[src/rtl/pfpu_vscan_if.sv]
// Sequencer/CSR-side bundle of the PFPU vertex scanner.
// The master modport is the sequencer and CSR block; the slave is the scanner.
interface pfpu_vscan_if #(
  parameter int XW = 7,
  parameter int AW = 29
);
  logic [XW-1:0]   hmesh_last;
  logic [XW-1:0]   vmesh_last;
  logic [AW-1:0]   dma_base;
  logic            vfirst;
  logic            vnext;
  logic            busy;
  logic [XW-1:0]   vx;
  logic [XW-1:0]   vy;
  logic            vlast;
  logic [AW-1:0]   dma_adr;
  logic [2*XW:0]   vertex_count;
  logic [2*XW:0]   last_count;
  logic            irq;

  modport master (
    output hmesh_last, vmesh_last, dma_base, vfirst, vnext, busy,
    input  vx, vy, vlast, dma_adr, vertex_count, last_count, irq
  );

  modport slave (
    input  hmesh_last, vmesh_last, dma_base, vfirst, vnext, busy,
    output vx, vy, vlast, dma_adr, vertex_count, last_count, irq
  );
endinterface

[src/rtl/pfpu_vscan.sv]
// Vertex mesh scanner and DMA address generator for the PFPU.
// Walks (vx, vy) row by row under vfirst/vnext and pulses irq when busy falls.
module pfpu_vscan #(
  parameter int XW = 7,
  parameter int AW = 29
) (
  input  logic         sys_clk,
  input  logic         sys_rst,
  pfpu_vscan_if.slave  bus
);
  localparam int CW = 2*XW + 1;

  logic [XW-1:0] vx_q, vx_d, vy_q, vy_d;
  logic [XW-1:0] hl_q, hl_d, vl_q, vl_d;
  logic [AW-1:0] base_q, base_d;
  logic [CW-1:0] cnt_q, cnt_d, last_q, last_d;
  logic          busy_dly_q, busy_dly_d;
  logic          irq_q, irq_d;

  always_comb begin
    // NOTE: every signal gets a default first so no path leaves it unassigned (no latches).
    vx_d       = vx_q;
    vy_d       = vy_q;
    hl_d       = hl_q;
    vl_d       = vl_q;
    base_d     = base_q;
    cnt_d      = cnt_q;
    busy_dly_d = bus.busy;
    irq_d      = busy_dly_q & ~bus.busy;
    last_d     = last_q;

    // Configuration is sampled only at rewind, so CSR writes mid-run are harmless.
    if (bus.vfirst) begin
      hl_d   = bus.hmesh_last;
      vl_d   = bus.vmesh_last;
      base_d = bus.dma_base;
      vx_d   = '0;
      vy_d   = '0;
      cnt_d  = '0;
    end else if (bus.vnext) begin
      if (vx_q != hl_q) begin
        vx_d = vx_q + XW'(1);
      end else begin
        vx_d = '0;
        vy_d = (vy_q != vl_q) ? vy_q + XW'(1) : '0;
      end
      if (cnt_q != '1) cnt_d = cnt_q + CW'(1);
    end

    if (irq_d) last_d = cnt_q;
  end

  always_ff @(posedge sys_clk or posedge sys_rst) begin
    // NOTE: sequential state uses non-blocking assignments so all flops update together.
    if (sys_rst) begin
      vx_q       <= '0;
      vy_q       <= '0;
      hl_q       <= '0;
      vl_q       <= '0;
      base_q     <= '0;
      cnt_q      <= '0;
      last_q     <= '0;
      busy_dly_q <= 1'b0;
      irq_q      <= 1'b0;
    end else begin
      vx_q       <= vx_d;
      vy_q       <= vy_d;
      hl_q       <= hl_d;
      vl_q       <= vl_d;
      base_q     <= base_d;
      cnt_q      <= cnt_d;
      last_q     <= last_d;
      busy_dly_q <= busy_dly_d;
      irq_q      <= irq_d;
    end
  end

  // vlast must be combinational: the sequencer samples it in the cycle it strobes vnext.
  assign bus.vx           = vx_q;
  assign bus.vy           = vy_q;
  assign bus.vlast        = (vx_q == hl_q) && (vy_q == vl_q);
  assign bus.dma_adr      = base_q + AW'({vy_q, vx_q, 1'b0});
  assign bus.vertex_count = cnt_q;
  assign bus.last_count   = last_q;
  assign bus.irq          = irq_q;
endmodule

[src/flat_wrapper.sv]
// flat-port wrapper written by rule: the top's interface ports become plain ports
module pfpu_vscan_flat 
#(
  parameter int XW = 7,
  parameter int AW = 29
)
  (sys_clk, sys_rst, bus_hmesh_last, bus_vmesh_last, bus_dma_base, bus_vfirst, bus_vnext, bus_busy, bus_vx, bus_vy, bus_vlast, bus_dma_adr, bus_vertex_count, bus_last_count, bus_irq);
  pfpu_vscan_if #(.XW(XW), .AW(AW)) bus_i ();
  input  logic sys_clk;
  input  logic sys_rst;
  input wire logic [$bits(bus_i.hmesh_last)-1:0] bus_hmesh_last;
  input wire logic [$bits(bus_i.vmesh_last)-1:0] bus_vmesh_last;
  input wire logic [$bits(bus_i.dma_base)-1:0] bus_dma_base;
  input wire logic [$bits(bus_i.vfirst)-1:0] bus_vfirst;
  input wire logic [$bits(bus_i.vnext)-1:0] bus_vnext;
  input wire logic [$bits(bus_i.busy)-1:0] bus_busy;
  output wire logic [$bits(bus_i.vx)-1:0] bus_vx;
  output wire logic [$bits(bus_i.vy)-1:0] bus_vy;
  output wire logic [$bits(bus_i.vlast)-1:0] bus_vlast;
  output wire logic [$bits(bus_i.dma_adr)-1:0] bus_dma_adr;
  output wire logic [$bits(bus_i.vertex_count)-1:0] bus_vertex_count;
  output wire logic [$bits(bus_i.last_count)-1:0] bus_last_count;
  output wire logic [$bits(bus_i.irq)-1:0] bus_irq;
  assign bus_i.hmesh_last = bus_hmesh_last;
  assign bus_i.vmesh_last = bus_vmesh_last;
  assign bus_i.dma_base = bus_dma_base;
  assign bus_i.vfirst = bus_vfirst;
  assign bus_i.vnext = bus_vnext;
  assign bus_i.busy = bus_busy;
  assign bus_vx = bus_i.vx;
  assign bus_vy = bus_i.vy;
  assign bus_vlast = bus_i.vlast;
  assign bus_dma_adr = bus_i.dma_adr;
  assign bus_vertex_count = bus_i.vertex_count;
  assign bus_last_count = bus_i.last_count;
  assign bus_irq = bus_i.irq;
  pfpu_vscan #(.XW(XW), .AW(AW)) u_core (.sys_clk(sys_clk), .sys_rst(sys_rst), .bus(bus_i));
endmodule
[config.mk]
export PLATFORM = sky130hd
export DESIGN_NAME = pfpu_vscan_flat
export DESIGN_NICKNAME = d
export VERILOG_FILES = /design/src/rtl/pfpu_vscan_if.sv /design/src/rtl/pfpu_vscan.sv /design/src/flat_wrapper.sv
export SDC_FILE = /design/constraint.sdc
export NUM_CORES = 1
export LEC_CHECK = 0
export CORE_MARGIN = 2
export CORE_UTILIZATION = 40
export DETAILED_ROUTE_END_ITERATION = 16
export GPL_TIMING_DRIVEN = 0
export PLACE_DENSITY = 0.67
export REMOVE_ABC_BUFFERS = 1
export SYNTH_ARGS = -nofsm -noshare
export SYNTH_HDL_FRONTEND = slang
export SYNTH_SLANG_ARGS = --single-unit
[constraint.sdc]
create_clock -name sys_clk -period 4.9 [get_ports sys_clk]
set_clock_uncertainty 0.15 [all_clocks]
set_input_delay 1.47 -clock sys_clk [delete_from_list [all_inputs] [get_ports sys_clk]]
set_output_delay 1.47 -clock sys_clk [all_outputs]
set_load 0.01 [all_outputs]
Word level (Yosys, flattened, before mapping)
Index checks and enable logic that the tools add are counted.
{ "totals": {"in_bits": 48, "register_bits": 89, "output_inout_bits": 75, "elab_cells": 36} }
{ "classes": {"muxes": 10, "n_bitwise": 2, "n_addsub": 4, "reduce_logical": 5, "eq_ne": 6} }
{ "ops": {"columns": ["operator", "n"], "rows": [
  ["$mux W7", 7],
  ["$mux W15", 3],
  ["$add A29 B15 Y29", 1],
  ["$add A15 B1 Y15 const B", 1],
  ["$ne A15 B15 Y1 const B", 1],
  ["$add A7 B1 Y7 const B", 2],
  ["$eq A7 B7 Y1", 2],
  ["$ne A7 B7 Y1", 2],
  ["$reduce_and A2 Y1", 2],
  ["$reduce_bool A2 Y1", 2],
  ["$ne A2 B2 Y1 const B", 1],
  ["$and A1 B1 Y1", 1],
  ["$logic_and A1 B1 Y1", 1],
  ["$not A1 Y1", 1]
]} }

Logic depth before layout (Yosys ltp)
Gate-level depths: netlist (run 1).
{ "logic_depth": {"word_depth": 5, "depth_mapped": 9, "mapped_depth_nobuf": 9} }

Least setup slack after synthesis (run 1)
No wires, ideal clock.
{ "synth_path": {"path_kind": "reg2out", "from": "register u_core.vx_q[0], in the netlist u_core.bus.vx[0]", "to": "output bus_dma_adr[23]", "required_time_ps": 3280, "setup_slack_ps": 1138, "t_arrival_ps": 2142, "stages_incl_launch_ff": 10, "n_path_buf": 0, "path_cell_list": "dfrtp_1 ha_1 inv_1 fa_1 nor2b_1 o2111ai_1 o211ai_2 a21oi_4 nor4b_4 xor2_1"} }
{ "synth_via": {"elab_chain_len": 1} }
{ "synth_lines": {"columns": ["item", "line_no", "source"], "rows": [
  ["from (decl)", "pfpu_vscan.sv:13", "logic [XW-1:0] vx_q, vx_d, vy_q, vy_d;"],
  ["from (signal assigned)", "pfpu_vscan.sv:66", "vx_q <= vx_d;"],
  ["$add A29 B15 Y29", "pfpu_vscan.sv:82", "assign bus.dma_adr = base_q + AW'({vy_q, vx_q, 1'b0});"],
  ["to (decl)", "flat_wrapper.sv:20", "output wire logic [$bits(bus_i.dma_adr)-1:0] bus_dma_adr;"]
]} }
No other way between the ends.

Final worst setup path (run 1)
{ "layout_path": {"from": "register u_core.vy_q[0], in the netlist u_core.bus.vy[0]", "to": "output bus_dma_adr[17]"} }
{ "layout_via": {"elab_chain_len": 1} }
{ "layout_lines": {"columns": ["item", "line_no", "source"], "rows": [
  ["from (decl)", "pfpu_vscan.sv:13", null],
  ["from (signal assigned)", "pfpu_vscan.sv:67", "vy_q <= vy_d;"],
  ["$add A29 B15 Y29", "pfpu_vscan.sv:82", null]
]} }
No other way between the ends.

==> results.py, run 1 <==
metrics = {
    "run": {
        "maxCapViolCount": 0,
    },
    "sta": {
        "period_minus_slack_ns": 4.775,
        "final_max_slew_viol_count": 0,
        "timing.final.crit_share_pct": 97.46,
        "finalHoldViolations": 0,
        "fmax_ghz": 0.2094,
        "rsz0062_at_grt": "no",
        "maxSlewHeadroom_pct": 47.14,
        "setup_viol": 0,
        "fin_tns_setup_ns": 0,
        "holdWs_ns": 0.3581,
        "tightestPinTransition_ns": 0.7893,
    },
    "place": {
        "dp.cells": 706,
        "dp_hpwl_mm": 8.609,
        "io_buffers": 122,
        "place_congestion": 0.8118,
    },
    "status": {
        "status": "complete, no violations",
    },
    "die": {
        "core_area_um2": 11910,
        "std_cell_rows": 40,
        "die_h_um": 114.1,
        "initial_core_util_pct": 40.68,
        "dieArea_um2": 13010,
        "ios": 123,
        "die_w_um": 114.1,
    },
    "power": {
        "p_leak_nw": 2.734,
        "peakVddDrop_v": 0.0002881,
        "p_per_area_nw_per_um2": 305.2,
        "power_mw": 2.003,
    },
    "setup_path": {
        "path_cells": "ha_1 -> a21o_1 -> nor3b_1 -> a211o_2 -> a21oi_4 -> nor2_1 -> xor2_1 -> clkdlybuf4s50_1",
        "critPathLaunchType": "flop",
        "critical_path_peak_fanout": 7,
        "worstSetupPathType": "flop to primary output",
        "cp_slowest_cell": "clkdlybuf4s50_1",
        "cp-end-kind": "primary output",
        "max_stage_delay_ns": 0.57,
        "required_ns": 3.28,
        "path_delay_family": "compound AO/OA/AOI/OAI gates",
        "critPathBufInv": 1,
        "crit_arrival_ns": 3.16,
    },
    "clocking": {
        "clk_latency_ns": 0.36,
        "cts_buffers": 9,
        "clock-sinks": 89,
        "root_buffer": "clkbuf_16",
        "clk_pin_slew_ns": 0.07,
        "clockBufferDepth": 2,
        "htree_num_levels": 3,
        "cts_tree": "done",
    },
    "hold_path": {
        "worstHoldPathType": "flop to flop",
    },
    "cells_and_area": {
        "instances_no_fill": 724,
        "area_growth_syn_to_layout_pct": 35.40,
        "antennaDiodeCount": 0,
        "drive_above_1_share_pct": 16.12,
        "fillers": 1086,
        "final_util_pct": 55.08,
        "nNetsFinal": 638,
    },
    "global_route": {
        "grtUsageTotal_pct": 18.98,
        "grt_pass1_vias": 3964,
        "grt_max_degree": 53,
        "grt_overflow": 0,
        "grt_antenna_before_repair": 0,
        "grt_pass1_wl_mm": 19.30,
    },
    "logic_synthesis": {
        "synthCells": 450,
        "synthTopCellsByCount": "89 x dfrtp_1, 57 x mux2_2, 38 x nand2_1",
        "synthFlopType": "dfrtp_1",
        "synth_edf_count": 0,
        "yosysWarnings": 0,
        "syn-cell-area_um2": 4846,
        "synthArstFlopShare_pct": 100.0,
        "synth_area_leaders": "dfrtp_1 46%, mux2_2 13%, xnor2_1 5.4%",
        "synth-seq-area-share_pct": 45.96,
        "syn_area_per_cell_um2": 10.77,
        "synth_seq_cells": 89,
        "yosysMostFrequentCell": "dfrtp_1",
        "yosysTopAreaCellShare_pct": 45.96,
        "synth_top_cell_by_area": "dfrtp_1",
        "synth_cell_types": 52,
    },
    "routing": {
        "wirelength_mm": 11.67,
        "first_pass_iters": 4,
        "vias_per_cell": 5.320,
        "drt-initial-drc-count": 148,
        "num_vias": 3852,
        "drc": 0,
        "wl_per_cell_um": 16.12,
        "antenna_left": 0,
    },
}
[cell type report]
cell class                 instances  area (um^2)  area share [%]
inverter                          17        66.31           1.011
timing repair buffer             126         1279           19.49
clock buffer                       9        225.2           3.432
multi-input combinational        329         2490           37.95
tap                              147        183.9           2.803
sequential                        89         2230           33.98
clock inverter                     7        87.58           1.335
[cell usage in the layout, fill, tap and decap left out, types with 3 or more instances in the layout]
cell type        instances
clkdlybuf4s50_1        121
dfrtp_1                 87
mux2_2                  57
nand2_1                 38
xnor2_1                 30
nor2_1                  28
xor2_1                  23
a21oi_1                 18
o21ai_0                 18
ha_1                    17
inv_1                   16
nand3_1                 13
nand4_1                 12
clkbuf_16                9
nor3_1                   8
and3_1                   6
nor3b_1                  4
o211ai_1                 4
o21a_1                   3
o21ai_1                  3
nand2b_1                 3
a22o_1                   3
o2111ai_1                3
nor2b_1                  3
[final timing paths]
path                                           from                   endpoint  slack (ns)  depth (start not counted)
hold / removal             u_core.bus.last_count[5]   u_core.bus.last_count[5]        0.36                          1
setup / recovery                   u_core.bus.vy[0]            bus_dma_adr[17]        0.12                          8
max in group asynchronous                   sys_rst           u_core.base_q[3]        2.62                          3
hold reg to reg            u_core.bus.last_count[5]   u_core.bus.last_count[5]        0.36                          1
setup reg to reg                   u_core.bus.vx[0]           u_core.bus.vy[5]        2.80                          6
min in group asynchronous                   sys_rst  u_core.bus.last_count[11]        1.35                          2
[kinds of logic after synthesis]
logic type | count (synthesis) | share of synthesized area [%]
AOI/OAI and AO/OA | 69 | 9.347
xor gates and xnor gates | 53 | 9.579
adders and majority gates | 18 | 4.802
buffers and inverters | 32 | 2.969
DFF | 89 | 45.96
muxes | 59 | 13.66
and+or+nand+nor | 130 | 13.68
[registers in the layout, indices dropped and copies added (netlist names)]
signal / count
u_core.bus.irq: 1
u_core.vl_q: 7
u_core.busy_dly_q: 1
u_core.bus.vertex_count: 15
u_core.bus.vx: 7
u_core.bus.last_count: 15
u_core.base_q: 29
u_core.hl_q: 7
u_core.bus.vy: 7
[stage by stage]
stage	instance area, um^2	worst slack, ns
6_report	6561	0.1245
5_1_grt	6561	0.008920
4_1_cts	6529	0.004684
3_5_place_dp	6216	0.4185
3_3_place_gp	6171	-0.5562
2_1_floorplan	4766	0.9731
[per-layer routing]
| layer | global-route usage [%] | up-vias | share of wire [%] |
|---|---|---|---|
| met5 | 0 | - | 0 |
| met1 | 23.94 | 1897 | 45 |
| met4 | 5.203 | 0 | 1.3 |
| met3 | 7.253 | 16 | 6.1 |
| li1 | - | 1836 | - |
| met2 | 30.63 | 103 | 48 |
[repair_timing]
| action | in CTS | in global routing |
|---|---|---|
| endpoints found under the setup margin | 0 | 10 |
| hold buffers | 0 | 0 |
| gates resized for setup | 0 | 5 |
| buffers inserted | 0 | 2 |
[power breakdown]
| group | internal [mW] | total, mW | leakage, nW | switching, mW |
|---|---|---|---|---|
| Clock | 0.404 | 0.720 | 0.145 | 0.316 |
| Sequential | 0.782 | 0.832 | 1.13 | 0.0501 |
| Combinational | 0.244 | 0.450 | 1.46 | 0.206 |
| Total | 1.43 | 2.00 | 2.73 | 0.572 |
Power figures use the tool's default switching activity.
==> inputs of run 2 (changes only) <==
--- a/config.mk
+++ b/config.mk
@@ -7,6 +7,8 @@
 export LEC_CHECK = 0
 export CORE_MARGIN = 2
 export CORE_UTILIZATION = 40
+export CTS_CLUSTER_DIAMETER = 80
+export CTS_CLUSTER_SIZE = 16
 export DETAILED_ROUTE_END_ITERATION = 16
 export GPL_TIMING_DRIVEN = 0
 export PLACE_DENSITY = 0.67
==> results of run 2 <==
The final DEF is identical to that of run 1; final timing and power are the same.
